<file path="config.mk">
export PLATFORM = sky130hd
export DESIGN_NAME = pc_source_ctrl_flat
export DESIGN_NICKNAME = d
export VERILOG_FILES = /design/src/rtl/pc_source_ctrl_if.sv /design/src/rtl/pc_source_ctrl.sv /design/src/flat_wrapper.sv
export SDC_FILE = /design/constraint.sdc
export NUM_CORES = 1
export LEC_CHECK = 0
export CAP_MARGIN = 20
export CORE_UTILIZATION = 31
export DETAILED_ROUTE_END_ITERATION = 6
export PLACE_DENSITY = 0.84
export SLEW_MARGIN = 10
export SYNTH_ARGS = -nofsm -noshare
export SYNTH_HDL_FRONTEND = slang
export SYNTH_SLANG_ARGS = --single-unit
</file>
<file path="constraint.sdc">
create_clock -name clk -period 1.3 [get_ports clk]
set_clock_uncertainty 0.15 [all_clocks]
set_input_delay 0.13 -clock clk [delete_from_list [all_inputs] [get_ports clk]]
set_output_delay 0.13 -clock clk [all_outputs]
set_load 0.05 [all_outputs]
</file>
<file path="src/rtl/pc_source_ctrl_if.sv">
// rtl/pc_source_ctrl_if.sv - request, PC-source and vector-fetch signals of pc_source_ctrl
// master: control unit / memory side; slave: the sequencer.
interface pc_source_ctrl_if;
  logic        req_valid;
  logic [2:0]  req_op;
  logic        br_cond;
  logic [1:0]  exc_cause;
  logic        vec_valid;
  logic        req_ready;
  logic [2:0]  seletor;
  logic        pc_write;
  logic        epc_write;
  logic        vec_rd;
  logic [31:0] vec_addr;
  logic        done;
  logic        vec_err;

  modport master (
    output req_valid, req_op, br_cond, exc_cause, vec_valid,
    input  req_ready, seletor, pc_write, epc_write, vec_rd, vec_addr, done, vec_err
  );

  modport slave (
    input  req_valid, req_op, br_cond, exc_cause, vec_valid,
    output req_ready, seletor, pc_write, epc_write, vec_rd, vec_addr, done, vec_err
  );
endinterface

</file>
<file path="src/rtl/pc_source_ctrl.sv">
// rtl/pc_source_ctrl.sv - PC-source mux / PC / EPC write sequencer with exception vector fetch
// Optional vector-read timeout enabled by defining PCSRC_VEC_TIMEOUT_EN.
module pc_source_ctrl #(
  parameter logic [31:0] VEC_BASE    = 32'd253,
  parameter int          VEC_TIMEOUT = 16
) (
  input  logic             clk,
  input  logic             reset,
  pc_source_ctrl_if.slave  bus
);

  localparam logic [2:0] OP_BRANCH = 3'b001;
  localparam logic [2:0] OP_JR     = 3'b100;
  localparam logic [2:0] OP_EXC    = 3'b101;
  localparam logic [2:0] SEL_VEC   = 3'b101;

  typedef enum logic [2:0] {
    IDLE     = 3'd0,
    COMMIT   = 3'd1,
    EXC_SAVE = 3'd2,
    EXC_RD   = 3'd3,
    EXC_LOAD = 3'd4,
    ERR      = 3'd5
  } state_t;

  if (VEC_TIMEOUT < 1) begin : g_bad_timeout
    $error("pc_source_ctrl: VEC_TIMEOUT must be >= 1");
  end

  state_t     state, state_n;
  logic [2:0] op_q;
  logic       br_q;
  logic [1:0] cause_q;
  logic       tmo_hit;

  always_ff @(posedge clk or negedge reset) begin
    if (!reset) begin
      state <= IDLE;
    end else begin
      state <= state_n;
    end
  end

  // Request fields are frozen at acceptance; later input wiggles are ignored.
  always_ff @(posedge clk or negedge reset) begin
    if (!reset) begin
      op_q    <= '0;
      br_q    <= 1'b0;
      cause_q <= '0;
    end else if (state == IDLE && bus.req_valid) begin
      op_q    <= bus.req_op;
      br_q    <= bus.br_cond;
      cause_q <= bus.exc_cause;
    end
  end

`ifdef PCSRC_VEC_TIMEOUT_EN
  localparam int CW = $clog2(VEC_TIMEOUT + 1);
  logic [CW-1:0] tmo_cnt;

  always_ff @(posedge clk or negedge reset) begin
    if (!reset) begin
      tmo_cnt <= '0;
    end else if (state != EXC_RD) begin
      tmo_cnt <= '0;
    end else begin
      tmo_cnt <= tmo_cnt + CW'(1);
    end
  end

  // Last permitted EXC_RD cycle; vec_valid in this cycle still wins.
  assign tmo_hit     = (tmo_cnt == CW'(VEC_TIMEOUT - 1));
  assign bus.vec_err = (state == ERR);
`else
  assign tmo_hit     = 1'b0;
  assign bus.vec_err = 1'b0;
`endif

  always_comb begin
    state_n       = state;
    bus.req_ready = 1'b0;
    bus.seletor   = 3'b000;
    bus.pc_write  = 1'b0;
    bus.epc_write = 1'b0;
    bus.vec_rd    = 1'b0;
    bus.vec_addr  = 32'd0;
    bus.done      = 1'b0;
    case (state)
      IDLE: begin
        bus.req_ready = 1'b1;
        if (bus.req_valid) begin
          state_n = (bus.req_op == OP_EXC) ? EXC_SAVE : COMMIT;
        end
      end
      COMMIT: begin
        bus.done = 1'b1;
        state_n  = IDLE;
        if (op_q <= OP_JR) begin
          bus.seletor  = op_q;
          bus.pc_write = !(op_q == OP_BRANCH && !br_q);
        end
      end
      EXC_SAVE: begin
        bus.epc_write = 1'b1;
        state_n       = EXC_RD;
      end
      EXC_RD: begin
        bus.vec_rd   = 1'b1;
        bus.vec_addr = VEC_BASE + {30'b0, cause_q};
        if (bus.vec_valid) begin
          state_n = EXC_LOAD;
        end else if (tmo_hit) begin
          state_n = ERR;
        end
      end
      EXC_LOAD: begin
        bus.seletor  = SEL_VEC;
        bus.pc_write = 1'b1;
        bus.done     = 1'b1;
        state_n      = IDLE;
      end
      ERR: begin
        bus.done = 1'b1;
        state_n  = IDLE;
      end
      default: state_n = IDLE;
    endcase
  end

endmodule

</file>
<file path="src/flat_wrapper.sv">
// flat-port wrapper written by rule: the top's interface ports become plain ports
module pc_source_ctrl_flat 
#(
  parameter logic [31:0] VEC_BASE    = 32'd253,
  parameter int          VEC_TIMEOUT = 16
)
  (clk, reset, bus_req_valid, bus_req_op, bus_br_cond, bus_exc_cause, bus_vec_valid, bus_req_ready, bus_seletor, bus_pc_write, bus_epc_write, bus_vec_rd, bus_vec_addr, bus_done, bus_vec_err);
  pc_source_ctrl_if bus_i ();
  input  logic clk;
  input  logic reset;
  input wire logic [$bits(bus_i.req_valid)-1:0] bus_req_valid;
  input wire logic [$bits(bus_i.req_op)-1:0] bus_req_op;
  input wire logic [$bits(bus_i.br_cond)-1:0] bus_br_cond;
  input wire logic [$bits(bus_i.exc_cause)-1:0] bus_exc_cause;
  input wire logic [$bits(bus_i.vec_valid)-1:0] bus_vec_valid;
  output wire logic [$bits(bus_i.req_ready)-1:0] bus_req_ready;
  output wire logic [$bits(bus_i.seletor)-1:0] bus_seletor;
  output wire logic [$bits(bus_i.pc_write)-1:0] bus_pc_write;
  output wire logic [$bits(bus_i.epc_write)-1:0] bus_epc_write;
  output wire logic [$bits(bus_i.vec_rd)-1:0] bus_vec_rd;
  output wire logic [$bits(bus_i.vec_addr)-1:0] bus_vec_addr;
  output wire logic [$bits(bus_i.done)-1:0] bus_done;
  output wire logic [$bits(bus_i.vec_err)-1:0] bus_vec_err;
  assign bus_i.req_valid = bus_req_valid;
  assign bus_i.req_op = bus_req_op;
  assign bus_i.br_cond = bus_br_cond;
  assign bus_i.exc_cause = bus_exc_cause;
  assign bus_i.vec_valid = bus_vec_valid;
  assign bus_req_ready = bus_i.req_ready;
  assign bus_seletor = bus_i.seletor;
  assign bus_pc_write = bus_i.pc_write;
  assign bus_epc_write = bus_i.epc_write;
  assign bus_vec_rd = bus_i.vec_rd;
  assign bus_vec_addr = bus_i.vec_addr;
  assign bus_done = bus_i.done;
  assign bus_vec_err = bus_i.vec_err;
  pc_source_ctrl #(.VEC_BASE(VEC_BASE), .VEC_TIMEOUT(VEC_TIMEOUT)) u_core (.clk(clk), .reset(reset), .bus(bus_i));
endmodule
</file>
==> results.json, run 1 <==
{
  "rows": 17,
  "dpl.cell_count": 141,
  "slew_violations": 0,
  "ctsHoldBuffers": 0,
  "max_freq_mhz": 544,
  "vias_per_cell": 4.34,
  "powerDensity_nw_per_um2": 2560,
  "clkTransAtPathRegs_ns": 0.05,
  "gp_congestion": 0.771,
  "holdCritPathClass": "primary input to asynchronous set/reset pin",
  "arrival_ns": 1.56,
  "clkSinkCount": 9,
  "ys_types": 29,
  "cts_max_level": 1,
  "synth_area_um2": 756,
  "synth_cells": 79,
  "stdcell_count": 153,
  "numPortBuffers": 26,
  "synth-seq-cells": 9,
  "grt_pass1_vias": 644,
  "total_power_w": 0.00395,
  "drt-pass1-iter-count": 4,
  "hpwl_um": 1490,
  "cts_tree": "yes",
  "die_area_um2": 2640,
  "crit_type": "flip-flop to primary output",
  "final_nets": 137,
  "fin_crit_sh_pct": 141,
  "drc": 0,
  "ant_nets": 0,
  "insertion_delay_ns": 0.25,
  "coreArea_um2": 2250,
  "die_h_um": 51.4,
  "crit_required_ns": 1.02,
  "ir_worst_vdd_mv": 1.68,
  "diodes": 0,
  "fp.dieW_um": 51.4,
  "status": "finished with violations",
  "max-cap-violations": 0,
  "finalHoldViolations": 0,
  "min_period_ns": 1.84,
  "yosysWarnings": 0,
  "violations": "setup timing",
  "crit_path_start_kind": "flip-flop",
  "finalSetupViolCount": 26,
  "wirelength_um": 2100,
  "num_io_pins": 51,
  "syn_avg_cell_area_um2": 9.57,
  "worst_slack_ns": -0.537,
  "crit_path_end_kind": "primary output",
  "vias": 664,
  "antenna_found_initial": 0,
  "cts_buffers": 3,
  "start_util_pct": 33.5,
  "clockRootBuffer": "clkbuf_4",
  "drive_gt1_share_pct": 60.8,
  "rrSetupSlack_ns": -0.45,
  "grt_setup_unrepaired": "yes",
  "fin_setup_tns_ns": -10.14,
  "grt_overflow": 0,
  "grt_max_degree": 10,
  "grt_pass1_wl_um": 3240,
  "utilization_pct": 68.3,
  "p_leak_nw": 0.694,
  "routedWlPerCell_um": 13.7,
  "initialDrtViolationCount": 4,
  "area_growth_pct": 104,
  "grt_util_all_layers_pct": 17.6,
  "crit_fanout": 4,
  "synth.yosys.seq_area_share_pct": 29.8,
  "cts.path.max_buffers": 2
}
[report_power, final]
| group | switching (W) | total [W] | internal, W |
|---|---|---|---|
| Combinational | 0.00158 | 0.00323 | 0.00165 |
| Sequential | 0.000103 | 0.000516 | 0.000413 |
| Clock | 0.0000877 | 0.000205 | 0.000118 |
| Total | 0.00177 | 0.00395 | 0.00218 |
[cell usage after synthesis]
library cell  instances  share of area (%)
a21bo_2               1                1.3
a21oi_1               1               0.66
a311oi_1              1                1.2
and2_1                1               0.83
and3_1                3                2.5
and3b_1               1                1.2
buf_2                 2                1.3
buf_4                29                 29
clkbuf_1              1               0.50
conb_1                1               0.50
dfrtp_1               9                 30
ha_1                  1                1.7
inv_1                 1               0.50
mux2_2                6                8.9
nand2_1               1               0.50
nand2b_1              1               0.83
nand3b_1              2                2.0
nand4bb_1             1                1.5
nor2_1                4                2.0
nor2b_1               1               0.83
nor3_1                1               0.66
nor4_1                1               0.83
nor4b_4               1                3.1
o21bai_1              1               0.99
o22ai_1               3                2.5
or2_2                 1               0.83
or3b_1                1                1.2
or4bb_1               1                1.5
xnor2_1               1                1.2
[state kept, by name, indices dropped and copies added (netlist names)]
register        count
u_core.cause_q      2
u_core.state        3
u_core.br_q         1
u_core.op_q         3
[path summary, 6_finish.rpt]
check | from | endpoint | cells after the start
worst min register to register | u_core.cause_q[1] | u_core.cause_q[1] | 1
worst max-delay path | u_core.state[2] | bus_seletor[0] | 3
max in group asynchronous | reset | u_core.state[1] | 1
worst max register to register | u_core.state[2] | u_core.cause_q[1] | 6
worst min-delay path | reset | u_core.state[2] | 1
min in group clk | bus_exc_cause[1] | u_core.cause_q[1] | 2
[logic make-up (layout without fill, tap and decap cells)]
| logic type | after synthesis | count (layout) | synth area share, % |
|---|---|---|---|
| compound gates | 7 | 7 | 6.62 |
| xor+xnor | 1 | 1 | 1.16 |
| fa+ha+maj | 1 | 1 | 1.66 |
| buf+inv | 33 | 56 | 31.1 |
| flops | 9 | 9 | 29.8 |
| mux | 6 | 6 | 8.94 |
| other cells | 1 | 24 | 0.496 |
| simple gates | 21 | 21 | 20.2 |
[per-stage QoR]
stage                     setup slack, ns  instance area [um2]  hold WS [ns]
after floorplan                    -0.425                  976        -0.316
after global placement             -0.322                 1320         0.288
after detailed placement           -0.336                 1320         0.291
after CTS                          -0.533                 1510        0.0270
after global routing               -0.575                 1540        0.0610
final                              -0.537                 1540        0.0122
[placed cells by master (no fill, tap or decap), drive strengths merged]
master,Yosys,routed
clkdlybuf4s50,0,9
a21bo,1,1
nor4b,1,1
o22ai,3,3
nor3,1,1
a21oi,1,1
xnor2,1,1
a311oi,1,1
nand3b,2,2
nor2b,1,1
and2,1,1
nand2b,1,1
and3,3,3
or4bb,1,1
mux2,6,6
nand4bb,1,1
and3b,1,1
nor4,1,1
conb,1,24
dfrtp,9,9
clkbuf,1,4
or3b,1,1
ha,1,1
inv,1,1
nand2,1,1
or2,1,1
buf,31,42
nor2,4,4
o21bai,1,1
[what timing repair did]
action / 4_1_cts / 5_1_grt
resized for setup: 28 / 9
setup buffers: 8 / 4
pin swaps: 11 / 6
setup endpoints to repair: 25 / 25
[critical path, stage by stage, from the launching register on]
cell     delay, ns
dfrtp_1       0.41
or4bb_4       0.57
a21oi_4       0.16
buf_12        0.15
[area by class of cell]
| class | count | area [um2] |
|---|---|---|
| Tap cell | 28 | 35.0 |
| Timing Repair Buffer | 51 | 679 |
| Inverter | 1 | 6.26 |
| Fill cell | 147 | 714 |
| Sequential cell | 9 | 226 |
| Multi-Input combinational cell | 60 | 567 |
| Clock buffer | 4 | 26.3 |
[layer usage]
layer  global-route usage, %  wire length (um)  up-vias
met5                       0                 0        -
met4                    9.46                51        0
met3                    3.57               162        4
met2                    32.5              1100       35
met1                    18.4               783      313
li1                        -                 -      312
(Power assumes the default switching activity.)
==> inputs of run 2 (changes only) <==
--- a/config.mk
+++ b/config.mk
@@ -9,6 +9,7 @@
 export CORE_UTILIZATION = 31
 export DETAILED_ROUTE_END_ITERATION = 6
 export PLACE_DENSITY = 0.84
+export SKIP_LAST_GASP = 1
 export SLEW_MARGIN = 10
 export SYNTH_ARGS = -nofsm -noshare
 export SYNTH_HDL_FRONTEND = slang
==> results.json, run 2 (same netlist as run 1, synthesis figures left out) <==
{
  "drc": 0,
  "top_regs": "u_core.op_q x3, u_core.state x3, u_core.cause_q x2",
  "antenna_found_initial": 0,
  "max_freq_mhz": 545,
  "grt_max_degree": 10,
  "cts_buffers": 3,
  "diodes": 0,
  "initialDrtViolationCount": 6,
  "grt_setup_unrepaired": "yes",
  "clkSinkCount": 9,
  "vias_per_cell": 4.37,
  "swShare_pct": 45.2,
  "drt-pass1-iter-count": 4,
  "clock_power_share_pct": 5.1,
  "cts_max_level": 1,
  "p_leak_nw": 0.702,
  "violations": "setup timing",
  "crit_required_ns": 1.02,
  "grt_pass1_vias": 647,
  "numPortBuffers": 26,
  "ir_worst_vdd_mv": 1.63,
  "fin_crit_sh_pct": 141,
  "reg2reg_from": "u_core.state[2]",
  "utilization_pct": 68.7,
  "status": "finished with violations",
  "most-common-layout-cells": "conb_1 (24), buf_12 (18), buf_4 (15)",
  "vias": 673,
  "cts_tree": "yes",
  "die_h_um": 51.4,
  "finalInstanceArea_um2": 1550,
  "die_area_um2": 2640,
  "cts.path.max_buffers": 2,
  "slew_violations": 0,
  "area_growth_pct": 105,
  "place_area_um2": 1320,
  "crit_fanout": 4,
  "crit_type": "flip-flop to primary output",
  "final_common_cell": "conb_1",
  "fillers": 147,
  "clockRootBuffer": "clkbuf_4",
  "seqPwrFrac_pct": 12.9,
  "clkTransAtPathRegs_ns": 0.05,
  "p_sw_w": 0.00181,
  "routedWlPerCell_um": 14.3,
  "crit_path_start_kind": "flip-flop",
  "hpwl_um": 1490,
  "wirelength_um": 2210,
  "gp_congestion": 0.771,
  "worst_slack_ns": -0.536,
  "coreArea_um2": 2250,
  "crit_path_end_kind": "primary output",
  "regArea_um2": 226,
  "insertion_delay_ns": 0.26,
  "rows": 17,
  "holdCritPathClass": "primary input to asynchronous set/reset pin",
  "comb_power_share_pct": 82.0,
  "start_util_pct": 33.5,
  "max-cap-violations": 0,
  "final_nets": 138,
  "drive_gt1_share_pct": 61.1,
  "arrival_ns": 1.56,
  "grt_util_all_layers_pct": 17.1,
  "powerDensity_nw_per_um2": 2580,
  "grt_overflow": 0,
  "fp.dieW_um": 51.4,
  "num_io_pins": 51,
  "cp-startpoint": "u_core.state[2]",
  "rrSetupSlack_ns": -0.46,
  "multi_input_area_um2": 576,
  "grt_pass1_wl_um": 3160,
  "min_period_ns": 1.84,
  "finalSetupViolCount": 26,
  "total_power_w": 0.00400,
  "ant_nets": 0,
  "finalHoldViolations": 0,
  "internal_power_w": 0.00219
}
-- run 2: worst max-delay path, cell delays in order, from the launching register on --
cell and delay (ns):
dfrtp_1 0.41, or4bb_4 0.58, a21oi_4 0.16, buf_12 0.15
-- run 2: cell type report --
class / instances / area share (%)
inverter: 1 / 0.404
sequential: 9 / 14.6
tap: 28 / 2.26
multi-input combinational: 60 / 37.2
timing repair buffer: 52 / 43.9
clock buffer: 4 / 1.70
-- run 2: path summary, 6_finish.rpt --
check,to,cells past startpoint
max,bus_seletor[0],3
min,u_core.state[2],1
min in group clk,u_core.cause_q[1],2
max reg2reg,u_core.br_q,6
min reg2reg,u_core.br_q,1
max in group asynchronous,u_core.state[1],1
-- run 2: power by group through the flow --
| stage | clock network, W | registers [W] | logic [W] |
|---|---|---|---|
| global placement | 0 | 0.000505 | 0.00262 |
| global route | 0.000221 | 0.000531 | 0.00342 |
| CTS | 0.000210 | 0.000511 | 0.00315 |
| detailed placement | 0 | 0.000515 | 0.00270 |
| finish | 0.000206 | 0.000516 | 0.00328 |
| floorplan | 0 | 0.000517 | 0.00165 |
-- run 2: what timing repair did --
action	4_1_cts	5_1_grt
pin swaps	11	9
resized for setup	27	9
endpoints found under the setup margin	25	25
gates cloned	0	0
hold buffers	0	0
setup buffers	8	4
-- run 2: layer usage --
layer,share of wire (%),track usage (%),vias to the layer above
met2,54,30.7,35
met5,0,0,-
li1,-,-,312
met3,6.9,3.57,4
met1,37,18.2,322
met4,2.2,9.46,0
-- run 2: metrics by stage --
step | hold slack (ns) | TNS, ns | instances | setup slack (ns)
floorplan | -0.316 | -5.71 | 102 | -0.425
global placement | 0.288 | -4.15 | 141 | -0.322
detailed placement | 0.291 | -5.13 | 141 | -0.336
CTS | 0.0270 | -9.32 | 152 | -0.533
global route | 0.0610 | -11.76 | 154 | -0.581
finish | 0.0130 | -10.36 | 154 | -0.536
==> inputs of run 3 (changes only) <==
--- a/config.mk
+++ b/config.mk
@@ -6,9 +6,11 @@
 export NUM_CORES = 1
 export LEC_CHECK = 0
 export CAP_MARGIN = 20
+export CORE_ASPECT_RATIO = 0.7
 export CORE_UTILIZATION = 31
 export DETAILED_ROUTE_END_ITERATION = 6
 export PLACE_DENSITY = 0.84
+export RECOVER_POWER = 25
 export SKIP_LAST_GASP = 1
 export SLEW_MARGIN = 10
 export SYNTH_ARGS = -nofsm -noshare
==> results.json, run 3 (same netlist as run 1, synthesis figures left out) <==
{
  "status": "finished with violations",
  "violations": "setup timing",
  "crit_fanout": 4,
  "cp-startpoint": "u_core.state[0]",
  "num_io_pins": 51,
  "top_regs": "u_core.op_q x3, u_core.state x3, u_core.cause_q x2",
  "start_util_pct": 34.0,
  "rrSetupSlack_ns": -0.43,
  "insertion_delay_ns": 0.26,
  "crit_required_ns": 1.02,
  "hpwl_um": 1440,
  "drc": 0,
  "vias_per_cell": 4.26,
  "r2r-end": "u_core.br_q",
  "total_power_w": 0.00417,
  "cts.path.max_buffers": 2,
  "place_area_um2": 1340,
  "powerDensity_nw_per_um2": 2580,
  "endpoint": "bus_pc_write",
  "cts_buffers": 3,
  "cts_tree": "yes",
  "arrival_ns": 1.53,
  "ctsHoldBuffers": 0,
  "final_common_cell": "conb_1",
  "crit_path_end_kind": "primary output",
  "ir_worst_vdd_mv": 0.921,
  "routedWlPerCell_um": 13.8,
  "clkTransAtPathRegs_ns": 0.06,
  "reg2reg_from": "u_core.state[0]",
  "initialDrtViolationCount": 12,
  "grt_util_all_layers_pct": 18.5,
  "utilization_pct": 72.6,
  "max-cap-violations": 0,
  "crit_type": "flip-flop to primary output",
  "die_h_um": 43.3,
  "numPortBuffers": 26,
  "worst_slack_ns": -0.507,
  "most-common-layout-cells": "conb_1 (24), buf_4 (20), buf_12 (20)",
  "cts_max_level": 1,
  "grt_overflow": 0,
  "p_leak_nw": 0.737,
  "drive_gt1_share_pct": 63.6,
  "slew_violations": 0,
  "die_area_um2": 2640,
  "fp.dieW_um": 61.0,
  "clkSinkCount": 9,
  "rows": 14,
  "vias": 699,
  "max_freq_mhz": 554,
  "crit_path_start_kind": "flip-flop",
  "worst_r2r_path_depth": 5,
  "diodes": 0,
  "holdCritPathClass": "primary input to asynchronous set/reset pin",
  "fin_crit_sh_pct": 139,
  "grt_pass1_wl_um": 3460,
  "area_growth_pct": 114,
  "grt_pass1_vias": 694,
  "drt-pass1-iter-count": 4,
  "antenna_found_initial": 0,
  "grt_max_degree": 10,
  "min_period_ns": 1.81,
  "coreArea_um2": 2220,
  "finalHoldViolations": 0,
  "grt_setup_unrepaired": "yes",
  "wirelength_um": 2270,
  "ant_nets": 0,
  "final_nets": 144,
  "gp_congestion": 0.735,
  "finalInstanceArea_um2": 1620,
  "clockRootBuffer": "clkbuf_4",
  "finalSetupViolCount": 26
}
run 3: layer usage:
metal / track usage, % / up-vias / share of wire [%]
met5: 0 / - / 0
met4: 4.09 / 0 / 0
met3: 1.83 / 0 / 4.4
met2: 34.5 / 31 / 56
met1: 22.7 / 345 / 39
li1: - / 323 / -
run 3: area by class of cell:
class	instances	area, um2
timing repair buffer	58	746
sequential	9	226
tap	32	40.0
multi-input combinational	60	571
inverter	1	6.26
fill	130	609
clock buffer	4	26.3
run 3: worst min-delay path by stage:
stage / start / end / slack [ns] / cells past startpoint
3_5_place_dp: reset / u_core.br_q / 0.30 / 1
2_1_floorplan: reset / u_core.br_q / -0.32 / 0
3_3_place_gp: reset / u_core.op_q[0] / 0.29 / 1
4_1_cts: reset / u_core.br_q / 0.02 / 1
6_report: reset / u_core.state[1] / 0.10 / 1
5_1_grt: reset / u_core.state[1] / 0.13 / 1
run 3: stage by stage:
step                      setup WS [ns]  hold WS (ns)  std cells  setup TNS [ns]
final                            -0.507         0.100        164          -10.25
after floorplan                  -0.425        -0.316        102           -5.71
after global routing             -0.552         0.129        164          -11.46
after CTS                        -0.514        0.0232        163           -9.84
after global placement           -0.294         0.291        146           -4.29
after detailed placement         -0.328         0.297        146           -5.13
run 3: where the power goes:
part           switching [W]  internal (W)  leakage (nW)
Sequential          0.000116      0.000413         0.108
Clock              0.0000937      0.000118        0.0150
Combinational        0.00161       0.00182         0.614
run 3: repair_timing:
| action | in CTS | in global routing |
|---|---|---|
| setup buffers | 13 | 2 |
| setup endpoints to repair | 25 | 26 |
| resized for setup | 30 | 3 |
| pin swaps | 6 | 4 |
run 3: critical path, stage by stage (launching register included):
cell,delay (ns)
dfrtp_2,0.42
buf_12,0.14
buf_6,0.10
nand2b_4,0.17
a311oi_4,0.26
buf_12,0.18
